`src/rtl/geofence_pkg.sv`:
```
// Shared geofence types: coordinate width, point and cross-product result types.
// Used by the cross-product arbiter, the vertex-sort engine and the inside-test engine.
package geofence_pkg;

  localparam int COORD_W = 10;

  typedef struct packed {
    logic [COORD_W-1:0] x;
    logic [COORD_W-1:0] y;
  } point_t;

  typedef logic signed [2*COORD_W+2:0] xprod_t;

endpackage

```
`src/rtl/cross_product_pipe.sv`:
```
// Two-stage pipelined cross product (p1-ref) x (p2-ref) with valid/id sideband.
// Stage 1 registers the two partial products; stage 2 registers their difference.
module cross_product_pipe #(
  parameter int COORD_W = 10,
  parameter int ID_W    = 1
) (
  input  logic                      clk,
  input  logic                      reset,
  input  logic                      i_valid,
  input  logic [ID_W-1:0]           i_id,
  input  logic [COORD_W-1:0]        i_ref_x,
  input  logic [COORD_W-1:0]        i_ref_y,
  input  logic [COORD_W-1:0]        i_p1_x,
  input  logic [COORD_W-1:0]        i_p1_y,
  input  logic [COORD_W-1:0]        i_p2_x,
  input  logic [COORD_W-1:0]        i_p2_y,
  output logic                      o_valid,
  output logic [ID_W-1:0]           o_id,
  output logic signed [2*COORD_W+2:0] o_value,
  output logic                      o_nonneg,
  output logic                      o_busy
);

  localparam int DW = COORD_W + 1;
  localparam int PW = 2*COORD_W + 2;
  localparam int RW = 2*COORD_W + 3;

  logic signed [DW-1:0] w_dx1, w_dy1, w_dx2, w_dy2;
  logic signed [PW-1:0] w_a, w_b;
  logic signed [RW-1:0] w_diff;

  logic                 r_s1_valid;
  logic [ID_W-1:0]      r_s1_id;
  logic signed [PW-1:0] r_a, r_b;
  logic                 r_s2_valid;
  logic [ID_W-1:0]      r_s2_id;
  logic signed [RW-1:0] r_value;
  logic                 r_nonneg;

  assign w_dx1 = $signed({1'b0, i_p1_x}) - $signed({1'b0, i_ref_x});
  assign w_dy1 = $signed({1'b0, i_p1_y}) - $signed({1'b0, i_ref_y});
  assign w_dx2 = $signed({1'b0, i_p2_x}) - $signed({1'b0, i_ref_x});
  assign w_dy2 = $signed({1'b0, i_p2_y}) - $signed({1'b0, i_ref_y});

  // Operands are sign-extended to the full product width so the multiply is exact.
  assign w_a    = PW'(w_dx1) * PW'(w_dy2);
  assign w_b    = PW'(w_dx2) * PW'(w_dy1);
  assign w_diff = RW'(r_a) - RW'(r_b);

  // NOTE: sequential state uses non-blocking assignments so every register samples
  // pre-edge values; the datapath registers are reset too because their idle value
  // is visible on the response ports.
  always_ff @(posedge clk) begin
    if (reset) begin
      r_s1_valid <= 1'b0;
      r_s1_id    <= '0;
      r_a        <= '0;
      r_b        <= '0;
      r_s2_valid <= 1'b0;
      r_s2_id    <= '0;
      r_value    <= '0;
      r_nonneg   <= 1'b0;
    end else begin
      r_s1_valid <= i_valid;
      r_s1_id    <= i_id;
      r_a        <= w_a;
      r_b        <= w_b;
      r_s2_valid <= r_s1_valid;
      r_s2_id    <= r_s1_id;
      r_value    <= w_diff;
      r_nonneg   <= ~w_diff[RW-1];
    end
  end

  assign o_valid  = r_s2_valid;
  assign o_id     = r_s2_id;
  assign o_value  = r_value;
  assign o_nonneg = r_nonneg;
  assign o_busy   = r_s1_valid | r_s2_valid;

endmodule

```
`src/rtl/cross_product_arbiter.sv`:
```
// Round-robin arbiter sharing one cross_product_pipe among NUM_REQ requesters.
// Optional feature macro XPA_LOCK_EN adds the lock port for held ownership.
module cross_product_arbiter #(
  parameter int NUM_REQ = 2,
  parameter int COORD_W = geofence_pkg::COORD_W,
  parameter int ID_W    = $clog2(NUM_REQ)
) (
  input  logic                         clk,
  input  logic                         reset,
  input  logic [NUM_REQ-1:0]           req,
  input  logic [NUM_REQ*COORD_W-1:0]   ref_x,
  input  logic [NUM_REQ*COORD_W-1:0]   ref_y,
  input  logic [NUM_REQ*COORD_W-1:0]   p1_x,
  input  logic [NUM_REQ*COORD_W-1:0]   p1_y,
  input  logic [NUM_REQ*COORD_W-1:0]   p2_x,
  input  logic [NUM_REQ*COORD_W-1:0]   p2_y,
`ifdef XPA_LOCK_EN
  input  logic [NUM_REQ-1:0]           lock,
`endif
  output logic [NUM_REQ-1:0]           gnt,
  output logic                         rsp_valid,
  output logic [ID_W-1:0]              rsp_id,
  output logic signed [2*COORD_W+2:0]  rsp_value,
  output logic                         rsp_nonneg,
  output logic                         busy
);

  logic [ID_W-1:0]    r_ptr;
  logic [NUM_REQ-1:0] w_gnt;
  logic               w_gnt_any;
  logic [ID_W-1:0]    w_gnt_idx;
  logic [ID_W-1:0]    w_ptr_nxt;
  logic               w_hold;
  logic [ID_W-1:0]    w_hold_id;

  function automatic logic [ID_W-1:0] rr_idx(input logic [ID_W-1:0] base, input int k);
    int s;
    s = int'(base) + k;
    if (s >= NUM_REQ) s -= NUM_REQ;
    return ID_W'(s);
  endfunction

`ifdef XPA_LOCK_EN
  logic            r_own_vld;
  logic [ID_W-1:0] r_own_id;

  // Ownership is only honoured for the requester granted at the previous edge.
  assign w_hold    = r_own_vld && req[r_own_id] && lock[r_own_id];
  assign w_hold_id = r_own_id;

  always_ff @(posedge clk) begin
    if (reset) begin
      r_own_vld <= 1'b0;
      r_own_id  <= '0;
    end else begin
      r_own_vld <= w_gnt_any && lock[w_gnt_idx];
      if (w_gnt_any) r_own_id <= w_gnt_idx;
    end
  end
`else
  assign w_hold    = 1'b0;
  assign w_hold_id = '0;
`endif

  // NOTE: every output of this block gets a default first so no latch is inferred.
  always_comb begin
    w_gnt_any = 1'b0;
    w_gnt_idx = '0;
    w_gnt     = '0;
    if (!reset) begin
      if (w_hold) begin
        w_gnt_any = 1'b1;
        w_gnt_idx = w_hold_id;
      end else begin
        // Scan downward so the request closest to r_ptr is the last to win.
        for (int k = NUM_REQ-1; k >= 0; k--) begin
          if (req[rr_idx(r_ptr, k)]) begin
            w_gnt_any = 1'b1;
            w_gnt_idx = rr_idx(r_ptr, k);
          end
        end
      end
      if (w_gnt_any) w_gnt[w_gnt_idx] = 1'b1;
    end
  end

  assign gnt       = w_gnt;
  assign w_ptr_nxt = (int'(w_gnt_idx) == NUM_REQ-1) ? '0 : ID_W'(w_gnt_idx + 1'b1);

  // While ownership is held the owner is re-granted, so r_ptr keeps owner+1.
  always_ff @(posedge clk) begin
    if (reset)          r_ptr <= '0;
    else if (w_gnt_any) r_ptr <= w_ptr_nxt;
  end

  cross_product_pipe #(
    .COORD_W (COORD_W),
    .ID_W    (ID_W)
  ) u_pipe (
    .clk      (clk),
    .reset    (reset),
    .i_valid  (w_gnt_any),
    .i_id     (w_gnt_idx),
    .i_ref_x  (ref_x[int'(w_gnt_idx)*COORD_W +: COORD_W]),
    .i_ref_y  (ref_y[int'(w_gnt_idx)*COORD_W +: COORD_W]),
    .i_p1_x   (p1_x[int'(w_gnt_idx)*COORD_W +: COORD_W]),
    .i_p1_y   (p1_y[int'(w_gnt_idx)*COORD_W +: COORD_W]),
    .i_p2_x   (p2_x[int'(w_gnt_idx)*COORD_W +: COORD_W]),
    .i_p2_y   (p2_y[int'(w_gnt_idx)*COORD_W +: COORD_W]),
    .o_valid  (rsp_valid),
    .o_id     (rsp_id),
    .o_value  (rsp_value),
    .o_nonneg (rsp_nonneg),
    .o_busy   (busy)
  );

endmodule

```
`config.mk`:
```
export PLATFORM = sky130hd
export DESIGN_NAME = cross_product_arbiter
export DESIGN_NICKNAME = d
export VERILOG_FILES = /design/src/rtl/geofence_pkg.sv /design/src/rtl/cross_product_pipe.sv /design/src/rtl/cross_product_arbiter.sv
export SDC_FILE = /design/constraint.sdc
export NUM_CORES = 1
export LEC_CHECK = 0
export ABC_AREA = 1
export BUFFER_PORTS_ARGS = -buffer_cell sky130_fd_sc_hd__buf_2
export CAP_MARGIN = 10
export CORE_MARGIN = 3
export CORE_UTILIZATION = 35
export CTS_CLUSTER_SIZE = 28
export DETAILED_ROUTE_END_ITERATION = 12
export MAX_ROUTING_LAYER = met4
export PLACE_DENSITY = 0.57
export SLEW_MARGIN = 20
export SYNTH_ARGS = -nofsm -noshare
export SYNTH_HDL_FRONTEND = slang
export SYNTH_SLANG_ARGS = --single-unit
```
`constraint.sdc`:
```
create_clock -name clk -period 15.5 [get_ports clk]
set_input_delay 1.55 -clock clk [delete_from_list [all_inputs] [get_ports clk]]
set_output_delay 1.55 -clock clk [all_outputs]
set_load 0.05 [all_outputs]
```
==> out/results.ini <==
[floorplan]
fp.dieH_um = 215
initial_utilization = 0.359
dieArea_mm2 = 0.0463
num_rows = 75
io_pins = 153
die_w_um = 215
coreArea_mm2 = 0.0426

[setup_path]
rr_worst_depth = 35
worst-setup-path-type = input pin to register
cp.arrival_ps = 10090
r2r_end = u_pipe.r_a[21]
cp_max_fo = 64
cp.required_ps = 15750
endpoint_kind = register
slowest_stage = fa_1
cpMostUsedCell = fa_1
critPathMaxStageDelay_ps = 740
worstSetupStartpointType = input pin
worst-r2r-setup-slack_ps = 7290
r2r-start = r_ptr

[hold_path]
hold_start = u_pipe.r_s1_id
whs_path_depth = 2
hold-path-endpoint = u_pipe.o_id
worstHoldPathType = register to register

[timing]
finalSetupViolCount = 0
fin_worst_skew_ps = 11.7
fin_crit_ps = 9840
worst_pin_slew_ps = 1020
maxSlewViolCount = 0
hold_viol = 0
relSlewSlack = 0.312
fin_crit_sh = 0.635
fmax_mhz = 102
rsz0062_at_grt = false
finalSetupTns_ps = 0

[yosys]
async_reset_ff_frac = 0
netlist_area_mm2 = 0.0153
yosysSeqAreaShare = 0.0955
synth_cell_types = 46
ys_top_cells_by_count = inv_1 (484), nand2_1 (413), nor2_1 (246), fa_1 (241), ha_1 (154)
yosys.area.top_type = fa_1
synth_warnings = 0
synth.ff_latch_count = 73
synth_edf_count = 0
yosysMostFrequentCell = inv_1
synth_area_leaders = fa_1 (32%), ha_1 (13%), inv_1 (12%), nand2_1 (10%), dfxtp_1 (9.6%)
synth_ff_type = dfxtp_1
syn_avg_cell_area_um2 = 7.40
yosys.area.top_type_share = 0.315
synthesis.nets = 2587
synthCells = 2068

[layout]
area_delta_synth_final_pct = 11.3
design_area_mm2 = 0.0170
drive_above_1_share = 0.0948
nets = 2729
final_cells = 2794

[cts]
cts_inserted_buffers = 9
cts_root_buf = clkbuf_16
insertion_delay_ps = 350
clkTransAtPathRegs_ps = 70
cts_tree = done
hold_buffers = 0
post_cts_resized = 0
cts_max_path_buffers = 2
htreeDepth = 3
clock_sinks = 73
post_cts_buffers = 0

[placed_design]
gp_congestion = 0.915
dp_hpwl_um = 37300
portBuffers = 152
placed_area_mm2 = 0.0167
dp.cells = 2776

[routing]
highest_layer = met4
drc_errors = 0
drt_iter0_markers = 757
num_vias = 13100
via_per_inst = 4.71
postRouteAntennaNets = 0
drt-met1-wl_um = 19600
finalWirelength_um = 42300
dr_wl_met2_um = 19400
wl_met3_um = 2320
wl_per_cell_um = 15.1
firstDrtPassIters = 5

[global_route]
grt_overflow = 0
antenna_found_initial = 2
grt_pass1_wl_um = 70500
grt_pass1_vias = 13700
grt_max_degree = 65
grt_usage = 0.194

[job]
max-cap-violations = 0

[status]
outcome = finished, final reports clean

[sequential cells by signal, summed over array words and instances (netlist names)]
name / count
u_pipe.o_id: 1
u_pipe.r_s1_valid: 1
u_pipe.r_a: 22
u_pipe.o_valid: 1
u_pipe.r_b: 22
u_pipe.o_value: 23
u_pipe.r_s1_id: 1
u_pipe.o_nonneg: 1
r_ptr: 1
[metrics by stage]
stage / hold slack, ps / setup WS (ps) / util
6_report: 405 / 5660 / 0.400
5_1_grt: 427 / 4910 / 0.400
4_1_cts: 409 / 5270 / 0.399
3_5_place_dp: 399 / 4940 / 0.392
3_3_place_gp: 395 / 5020 / 0.392
2_1_floorplan: 388 / 7150 / -
[cell usage in the layout, fill, tap and decap left out, types with 4 or more instances in the layout]
master and instances:
a31oi_1 8, inv_2 7, fa_1 241, nand4_1 24, xor2_1 20, nand2_2 6
ha_1 154, and2_1 4, nand3_1 64, o21a_1 8, clkbuf_16 9, o31ai_1 5
nor3_1 13, dfxtp_1 73, inv_1 483, nor2_1 246, o21ai_1 4, o21bai_1 12
o21ai_0 60, buf_2 152, buf_4 5, a21o_1 7, nand2_1 413, xnor2_1 13
nand3_2 5, a21oi_1 116, or2_2 6, mux2i_1 21
[cells by family (layout without fill, tap and decap cells)]
logic type               Yosys count  count (layout)  synth area share
flip-flops                        73              73            0.0955
AO/OA/AOI/OAI                    230             230            0.0842
other                              0               2                 0
AND/OR/NAND/NOR                  793             793             0.214
multiplexers                      21              21            0.0137
adder cells (fa/ha/maj)          395             395             0.441
buffers and inverters            519             666             0.128
XOR/XNOR                          37              37            0.0234
[critical path, delay by kind of cell]
kind                     cells  cell delay, ps
AO/OA/AOI/OAI                3             550
XOR/XNOR                     1             590
adder cells (fa/ha/maj)      7            3370
buffers and inverters        9            2210
AND/OR/NAND/NOR              9            1720
[area by class of cell]
| cell class | count | area, µm² |
|---|---|---|
| clock buffer | 9 | 225 |
| sequential | 73 | 1460 |
| tap | 577 | 722 |
| multi-input combinational | 1476 | 11900 |
| timing repair buffer | 157 | 798 |
| clock inverter | 7 | 83.8 |
| fill | 4522 | 25600 |
| inverter | 493 | 1850 |
| antenna | 2 | 5.00 |
[routing by layer]
metal | up-vias | track usage
met4 | 0 | 0.0449
met1 | 6159 | 0.259
met2 | 378 | 0.319
li1 | 6571 | -
met5 | - | -
met3 | 40 | 0.0230
[how the worst max path moves through the flow]
stage               startpoint             end  depth (start not counted)  slack [ps]
global placement         reset  u_pipe.r_a[21]                         36        5020
CTS                      reset  u_pipe.r_a[21]                         36        5270
finish                   reset  u_pipe.r_a[21]                         29        5660
detailed placement       reset  u_pipe.r_a[21]                         36        4940
floorplan               req[1]  u_pipe.r_b[21]                         36        7150
global route             reset  u_pipe.r_a[21]                         29        4910
Power is not shown: default switching activity piles up to over one toggle a cycle in this logic, so the estimate is an artifact.
